[config.mk]
export PLATFORM = sky130hd
export DESIGN_NAME = hamming_secded_pipe
export DESIGN_NICKNAME = d
export VERILOG_FILES = /design/src/rtl/hamming_secded_pipe.sv
export SDC_FILE = /design/constraint.sdc
export NUM_CORES = 1
export LEC_CHECK = 0
export CAP_MARGIN = 10
export CORE_ASPECT_RATIO = 1.5
export CORE_MARGIN = 2
export CORE_UTILIZATION = 52
export DETAILED_ROUTE_END_ITERATION = 6
export PLACE_DENSITY = 0.91
export RECOVER_POWER = 100
export SYNTH_ARGS = -nofsm -noshare
export SYNTH_HDL_FRONTEND = slang
export SYNTH_SLANG_ARGS = --single-unit
[constraint.sdc]
create_clock -name clk -period 4.3 [get_ports clk]
set_input_delay 0.86 -clock clk [delete_from_list [all_inputs] [get_ports clk]]
set_output_delay 0.86 -clock clk [all_outputs]
set_load 0.005 [all_outputs]
[src/rtl/hamming_secded_pipe.sv]
// hamming_secded_pipe: two-stage SECDED (extended Hamming) decoder with
// valid/ready flow control and saturating per-class error counters.
module hamming_secded_pipe #(
  parameter int N     = 11,
  parameter int R     = 4,
  parameter int CNT_W = 16,
  localparam int W    = N + R + 1
) (
  input  logic             clk,
  input  logic             reset,
  input  logic             in_valid,
  output logic             in_ready,
  input  logic [1:W]       in_code,
  output logic             out_valid,
  input  logic             out_ready,
  output logic [1:N]       out_data,
  output logic             out_single,
  output logic             out_double,
  output logic [R-1:0]     out_syndrome,
  input  logic             clr_cnt,
  output logic [CNT_W-1:0] cnt_words,
  output logic [CNT_W-1:0] cnt_single,
  output logic [CNT_W-1:0] cnt_double
);

  // codeword position of the k-th data bit (k = 1..N): k-th non-power-of-2 index
  function automatic int dpos(input int k);
    int c;
    c    = 0;
    dpos = 0;
    for (int i = 1; i <= N + R; i++)
      if ((i & (i - 1)) != 0) begin
        c++;
        if (c == k) dpos = i;
      end
  endfunction

  function automatic logic [CNT_W-1:0] sat_inc(input logic [CNT_W-1:0] v);
    return (&v) ? v : v + CNT_W'(1);
  endfunction

  logic [2:1]        vld_pipe;  // [1]: S1 holds a word, [2]: out_* hold a word
  logic              s1_load, s2_load, xfer;
  logic [R-1:0][1:W] sterm;
  logic [R-1:0]      syn_in;
  logic [1:N]        raw_data, fix_data;
  logic [1:N]        s1_data;
  logic [R-1:0]      s1_syn;
  logic              s1_par;
  logic              flip, sgl, dbl;

  // flow control: a stage advances when its successor can take the word
  assign s2_load   = !vld_pipe[2] || out_ready;
  assign s1_load   = !vld_pipe[1] || s2_load;
  assign in_ready  = s1_load;
  assign out_valid = vld_pipe[2];
  assign xfer      = vld_pipe[2] && out_ready;

  // syndrome bit b = parity of every Hamming position whose index has bit b set
  for (genvar b = 0; b < R; b++) begin : g_syn
    for (genvar i = 1; i <= W; i++) begin : g_term
      assign sterm[b][i] = (i <= N + R && ((i >> b) & 1) == 1) ? in_code[i] : 1'b0;
    end
    assign syn_in[b] = ^sterm[b];
  end

  // data extraction on input, and correction of a data bit named by the syndrome
  for (genvar k = 1; k <= N; k++) begin : g_data
    localparam int P = dpos(k);
    assign raw_data[k] = in_code[P];
    assign fix_data[k] = s1_data[k] ^ (flip && s1_syn == R'(P));
  end

  // classify the S1 word; only an in-range syndrome with odd parity is correctable
  always_comb begin
    sgl  = 1'b0;
    dbl  = 1'b0;
    flip = 1'b0;
    if (s1_syn == '0) begin
      sgl = s1_par;
    end else if (s1_par && int'(s1_syn) <= N + R) begin
      sgl  = 1'b1;
      flip = 1'b1;
    end else begin
      dbl = 1'b1;
    end
  end

  // stage occupancy; reset drops anything in flight
  always_ff @(posedge clk) begin
    if (reset) begin
      vld_pipe <= '0;
    end else begin
      if (s2_load) vld_pipe[2] <= vld_pipe[1];
      if (s1_load) vld_pipe[1] <= in_valid;
    end
  end

  // S1: capture raw data bits, syndrome and overall parity
  always_ff @(posedge clk) begin
    if (reset) begin
      s1_data <= '0;
      s1_syn  <= '0;
      s1_par  <= 1'b0;
    end else if (s1_load && in_valid) begin
      s1_data <= raw_data;
      s1_syn  <= syn_in;
      s1_par  <= ^in_code;
    end
  end

  // S2: register classified/corrected result; held while the consumer stalls
  always_ff @(posedge clk) begin
    if (reset) begin
      out_data     <= '0;
      out_single   <= 1'b0;
      out_double   <= 1'b0;
      out_syndrome <= '0;
    end else if (s2_load && vld_pipe[1]) begin
      out_data     <= fix_data;
      out_single   <= sgl;
      out_double   <= dbl;
      out_syndrome <= s1_syn;
    end
  end

  // statistics on delivered words; clear wins over a same-cycle increment
  always_ff @(posedge clk) begin
    if (reset || clr_cnt) begin
      cnt_words  <= '0;
      cnt_single <= '0;
      cnt_double <= '0;
    end else if (xfer) begin
      cnt_words <= sat_inc(cnt_words);
      if (out_single) cnt_single <= sat_inc(cnt_single);
      if (out_double) cnt_double <= sat_inc(cnt_double);
    end
  end

endmodule
==> results of run 1 <==
## path summary, 6_finish.rpt
| path | from | to | slack, ns | depth (start not counted) |
|---|---|---|---|---|
| worst max-delay path | out_ready | in_ready | 0.99 | 3 |
| worst min-delay path | s1_data[1] | s1_data[1] | 0.47 | 2 |
| worst max register to register | cnt_single[9] | cnt_single[3] | 2.06 | 4 |
| worst min register to register | s1_data[1] | s1_data[1] | 0.47 | 2 |
## per-layer routing
layer / wire length (um) / vias up / GRT usage (%)
li1: - / 2000 / -
met1: 4140 / 1917 / 26.5
met2: 5680 / 146 / 44.6
met3: 524 / 26 / 5.06
met4: 271 / 0 / 13.2
met5: 0 / - / 0
## registers in the layout, indices dropped and copies added (netlist names)
| signal | flops |
|---|---|
| cnt_single | 16 |
| vld_pipe | 2 |
| cnt_double | 16 |
| s1_par | 1 |
| out_syndrome | 4 |
| out_single | 1 |
| s1_data | 11 |
| cnt_words | 16 |
| s1_syn | 4 |
| out_data | 11 |
| out_double | 1 |
## Yosys cell counts, drive strengths merged (8+ instances only)
master,count
nand3,21
nand2,57
clkbuf,19
o31ai,21
or3,16
xnor3,8
a21oi,56
or4,22
dfxtp,83
xnor2,19
o21ai,13
nand4,18
nor2,36
a211oi,15
## kinds of logic after synthesis
family | synth area share (%)
flops | 39.9
mux | 0.480
compound gates | 19.4
xor+xnor | 9.52
buf+inv | 2.79
fa+ha+maj | 0.901
simple gates | 27.1
## worst max-delay path, stage by stage
cell and delay, ns:
dlygate4sd3_1 0.68, nand3b_1 0.28, dlygate4sd3_1 0.63
## power by group through the flow
stage / Clock (mW) / Sequential [mW] / Combinational (mW)
finish: 0.696 / 0.821 / 0.193
global route: 0.743 / 0.824 / 0.210
CTS: 0.702 / 0.821 / 0.198
detailed placement: 0 / 0.837 / 0.197
global placement: 0 / 0.836 / 0.189
floorplan: 0 / 0.830 / 0.131
## placed cells by master (no fill, tap or decap), types with 17 or more instances in the layout
cell type	n
dlygate4sd3_1	69
clkdlybuf4s50_1	18
a21oi_1	56
dfxtp_1	83
xnor2_1	19
or4_1	22
nand2_1	57
nor2_1	36
o31ai_1	21
nand3_1	21
nand4_1	17
## metrics by stage
step / hold slack [ns] / instances / setup slack [ns]
after global routing: 0.481 / 674 / 0.929
after floorplan: 0.448 / 487 / 1.92
final: 0.469 / 674 / 0.987
after CTS: 0.468 / 673 / 1.12
after detailed placement: 0.461 / 658 / 1.14
after global placement: 0.455 / 658 / 1.20
## final cells by class
class	instances	area, um2
fillers	642	2550
multi-input cells	374	2380
flip-flops and latches	83	1660
repair buffers	90	891
clock buffers	12	246
well taps	105	131
inverters	7	26.3
clock inverters	3	15.0
==> metrics.cfg, run 1 <==
[drt]
wl_per_cell_um = 15.8
drtIter0Drc = 232
totalWireLength_mm = 10.6
first_pass_iters = 5
drc = 0
ant_nets = 0
drt-vias-per-instance = 6.07
vias = 4089

[cts]
cts_tree = done
clkSinkCount = 83
clk_latency_ns = 0.34
cts_setup_buffers = 0
numCtsBuffers = 9
cts_hold_buffers = 0
clk_pin_slew_ns = 0.06
h-tree-depth = 3
clock_path_buffers = 2
cts-root-buf = clkbuf_16
post_cts_resized = 0

[power]
finalPower_mw = 1.71
internal_power_mw = 1.30
p_leak_nw = 1.94
pwr-share-seq_pct = 48.0
vdd_ir_drop_max_v = 0.000220
pwr-share-comb_pct = 11.3
p_switching_mw = 0.409
p_clk_share_pct = 40.7
p_sw_share_pct = 23.9
power_density_nw_per_um2 = 319

[layout]
fin_util_pct = 67.7
antennaDiodeCount = 0
nets = 589
area_growth_pct = 28.5
drive_above_1_share_pct = 3.69
fin_area_um2 = 5360

[grt]
grt_pass1_wl_mm = 17.4
grt_max_degree = 42
overflow = 0
grt_pass1_vias = 3912
antenna_found_initial = 0
grt_usage_pct = 24.5

[worst_setup_path]
end_kind = primary output
cp-start-kind = input pin
crit_fanout = 10
worstSetupPathType = in -> out
cp.required_ns = 3.44
cp.arrival_ns = 2.45

[timing]
slew_viol_final = 0
fmax_mhz = 302
hold_viol = 0
tightestPinTransition_ns = 1.23
rsz0062_at_grt = no
finalSetupViolations = 0
clock_skew_ns = 0.00412
min_period_over_period_pct = 77.0
setup_tns_ns = 0
slew_headroom_pct = 17.7
period_needed_ns = 3.31

[floorplanning]
coreArea_um2 = 7910
dieArea_um2 = 8760
die_y_um = 114
initial_core_util_pct = 52.7
io_pins = 88
num_rows = 40
die_w_um = 77.1

[placement]
dpl_cell_area_um2 = 5090
port_buffers = 87
gp_congestion = 0.845
hpwl_mm = 7.63

[synthesis]
ys.flop_type = dfxtp_1
yosysTopAreaCell = dfxtp_1
synth_edf_count = 0
synth_top_area_share_pct = 39.9
async_reset_ff_share_pct = 0
syn_avg_cell_area_um2 = 8.56
synth-seq-area-share_pct = 39.9
syn_nets = 511
syn_area_um2 = 4170
synthTopCellsByArea = dfxtp_1 40%, a21oi_1 6.7%, nand2_1 5.1%
ys_types = 48
yosysWarnings = 0
netlist_instances = 487
synth_seq_cells = 83

[flow_run]
cap_violations = 0

[min_path]
min_path_type = reg -> reg

[run_status]
status = finished clean

Note: power is estimated with default switching activity, not from simulation.
==> inputs of run 2 (changes only) <==
- CORE_UTILIZATION: 52 -> 51
- PLACE_DENSITY: 0.91 -> 0.9
- clock period: 4.3 -> 3.4 ns (I/O delays scaled with it)
==> metrics.cfg, run 2 (synthesized netlist as in run 1, its figures left out) <==
[run_status]
status = finished clean

[drt]
totalWireLength_mm = 10.7  ; +0.93%
wl_per_cell_um = 15.9  ; +0.93%
drc = 0  ; unchanged
first_pass_iters = 5  ; unchanged
drtIter0Drc = 308  ; +33%
vias = 4159  ; +1.7%
ant_nets = 0  ; unchanged
drt-vias-per-instance = 6.17  ; +1.7%

[timing]
slew_viol_final = 0  ; unchanged
clock_skew_ns = 0.00644  ; +0.00232 ns
tightestPinTransition_ns = 1.43  ; +0.191 ns
fmax_mhz = 338
rsz0062_at_grt = no
fin_ws_ns = 0.438  ; -0.549 ns
slew_headroom_pct = 4.96  ; -13 points
finalSetupViolations = 0  ; unchanged
setup_tns_ns = 0  ; unchanged
period_needed_ns = 2.96
hold_viol = 0  ; unchanged
min_period_over_period_pct = 87.1

[cts]
cts_hold_buffers = 0  ; unchanged
h-tree-depth = 3  ; unchanged
post_cts_resized = 0  ; unchanged
cts_tree = done
cts-root-buf = clkbuf_16
clkSinkCount = 83  ; unchanged
clk_latency_ns = 0.34  ; about the same
clk_pin_slew_ns = 0.06  ; about the same
numCtsBuffers = 9  ; unchanged
cts_setup_buffers = 0  ; unchanged
clock_path_buffers = 2  ; unchanged

[flow_run]
cap_violations = 0  ; unchanged

[worst_setup_path]
crit_top_cell = dlygate4sd3_1
cp.required_ns = 2.72  ; -0.72 ns
cp-start-kind = input pin
critical_path.reg2reg.endpoint = cnt_double[9]
r2r_setup_slack_ns = 1.03  ; -1.03 ns
crit_path_max_incr_delay_ns = 0.67  ; about the same
r2r-start = cnt_double[0]
cp.arrival_ns = 2.28  ; -0.17 ns
slowest_stage = dlygate4sd3_1
worstSetupPathType = in -> out
crit_chain = dlygate4sd3_1 > nand3b_1 > dlygate4sd3_1
cp-startpoint = out_ready
critical_path_buf_inv_count = 2  ; unchanged
reg2regPathDepth = 6  ; +2
cp_top_family = buffers and inverters
end_kind = primary output
crit_fanout = 10  ; unchanged

[power]
power_density_nw_per_um2 = 430  ; +35%
p_leak_nw = 1.96  ; +0.86%
vdd_ir_drop_max_v = 0.000365  ; +66%

[floorplanning]
dieArea_um2 = 8920  ; +1.9%
initial_core_util_pct = 52.4  ; -0.33 points
die_y_um = 115  ; +0.94%
num_rows = 40  ; unchanged
coreArea_um2 = 7960  ; +0.63%
die_w_um = 77.8  ; +0.93%
io_pins = 88  ; unchanged

[layout]
antennaDiodeCount = 0  ; unchanged
fillers = 605  ; -5.8%
area_growth_pct = 29.8
multi_input_area_um2 = 2380  ; unchanged
final_common_cell = dfxtp_1
layout_common_cells = 83 x dfxtp_1, 70 x dlygate4sd3_1, 57 x nand2_1, 56 x a21oi_1, 36 x nor2_1
reg_top3 = cnt_double (16), cnt_single (16), cnt_words (16)
drive_above_1_share_pct = 3.69  ; unchanged
regArea_um2 = 1660  ; unchanged
nets = 589  ; unchanged

[placement]
place_ws_ns = 0.475  ; -0.670 ns
hpwl_mm = 7.84  ; +2.7%
gp_congestion = 0.848  ; +0.45%
port_buffers = 87  ; unchanged

[grt]
overflow = 0  ; unchanged
grt_usage_pct = 25.1  ; +0.62 points
grt_pass1_vias = 3975  ; +1.6%
grt_max_degree = 42  ; unchanged
grt_pass1_wl_mm = 18.1  ; +3.8%
antenna_found_initial = 0  ; unchanged

[min_path]
min_path_cells = 2  ; unchanged
min_path_type = reg -> reg
min_from = s1_data[8]
min_to = s1_data[8]

run 2: worst reg2reg max path: stages, from the launching register on:
cell	delay (ns)
dfxtp_1	0.41
ha_1	0.27
inv_1	0.12
nor4_1	0.86
buf_4	0.30
o311ai_0	0.17
o41ai_1	0.13
run 2: worst max-delay path by stage:
stage | cells after the start | endpoint | slack [ns]
6_report | 3 | in_ready | 0.44
3_5_place_dp | 5 | cnt_single[11] | 0.48
2_1_floorplan | 6 | cnt_single[13] | 1.20
4_1_cts | 3 | in_ready | 0.58
3_3_place_gp | 5 | cnt_single[11] | 0.56
5_1_grt | 3 | in_ready | 0.34
run 2: final cells by class:
class                           count  area share (%)
Inverter                            7           0.486
Tap cell                          105            2.43
Timing Repair Buffer               90            16.4
Clock buffer                       10            4.42
Multi-Input combinational cell    374            44.1
Sequential cell                    83            30.7
Clock inverter                      5            1.43
run 2: metrics by stage:
stage	cells	utilization, %	total power, mW	instance area [um2]	hold slack [ns]
floorplan	487	-	1.22	4170	0.448
global placement	659	64.1	1.30	5100	0.450
detailed placement	659	64.1	1.31	5100	0.460
CTS	674	68.1	2.35	5420	0.472
global route	674	67.9	2.41	5410	0.486
finish	674	67.9	2.33	5410	0.470
run 2: where the power goes:
| group | internal, mW | switching (mW) | leakage, nW |
|---|---|---|---|
| registers | 1.00 | 0.0352 | 0.674 |
| clock network | 0.656 | 0.383 | 0.154 |
| logic | 0.134 | 0.115 | 1.13 |
run 2: routing by layer:
layer | vias up | part of all wire [%] | GRT usage, %
met5 | - | 0 | 0
met4 | 0 | 1.9 | 10.1
met3 | 18 | 4.6 | 5.91
met2 | 152 | 55 | 47.9
met1 | 1985 | 38 | 26.1
li1 | 2004 | - | -
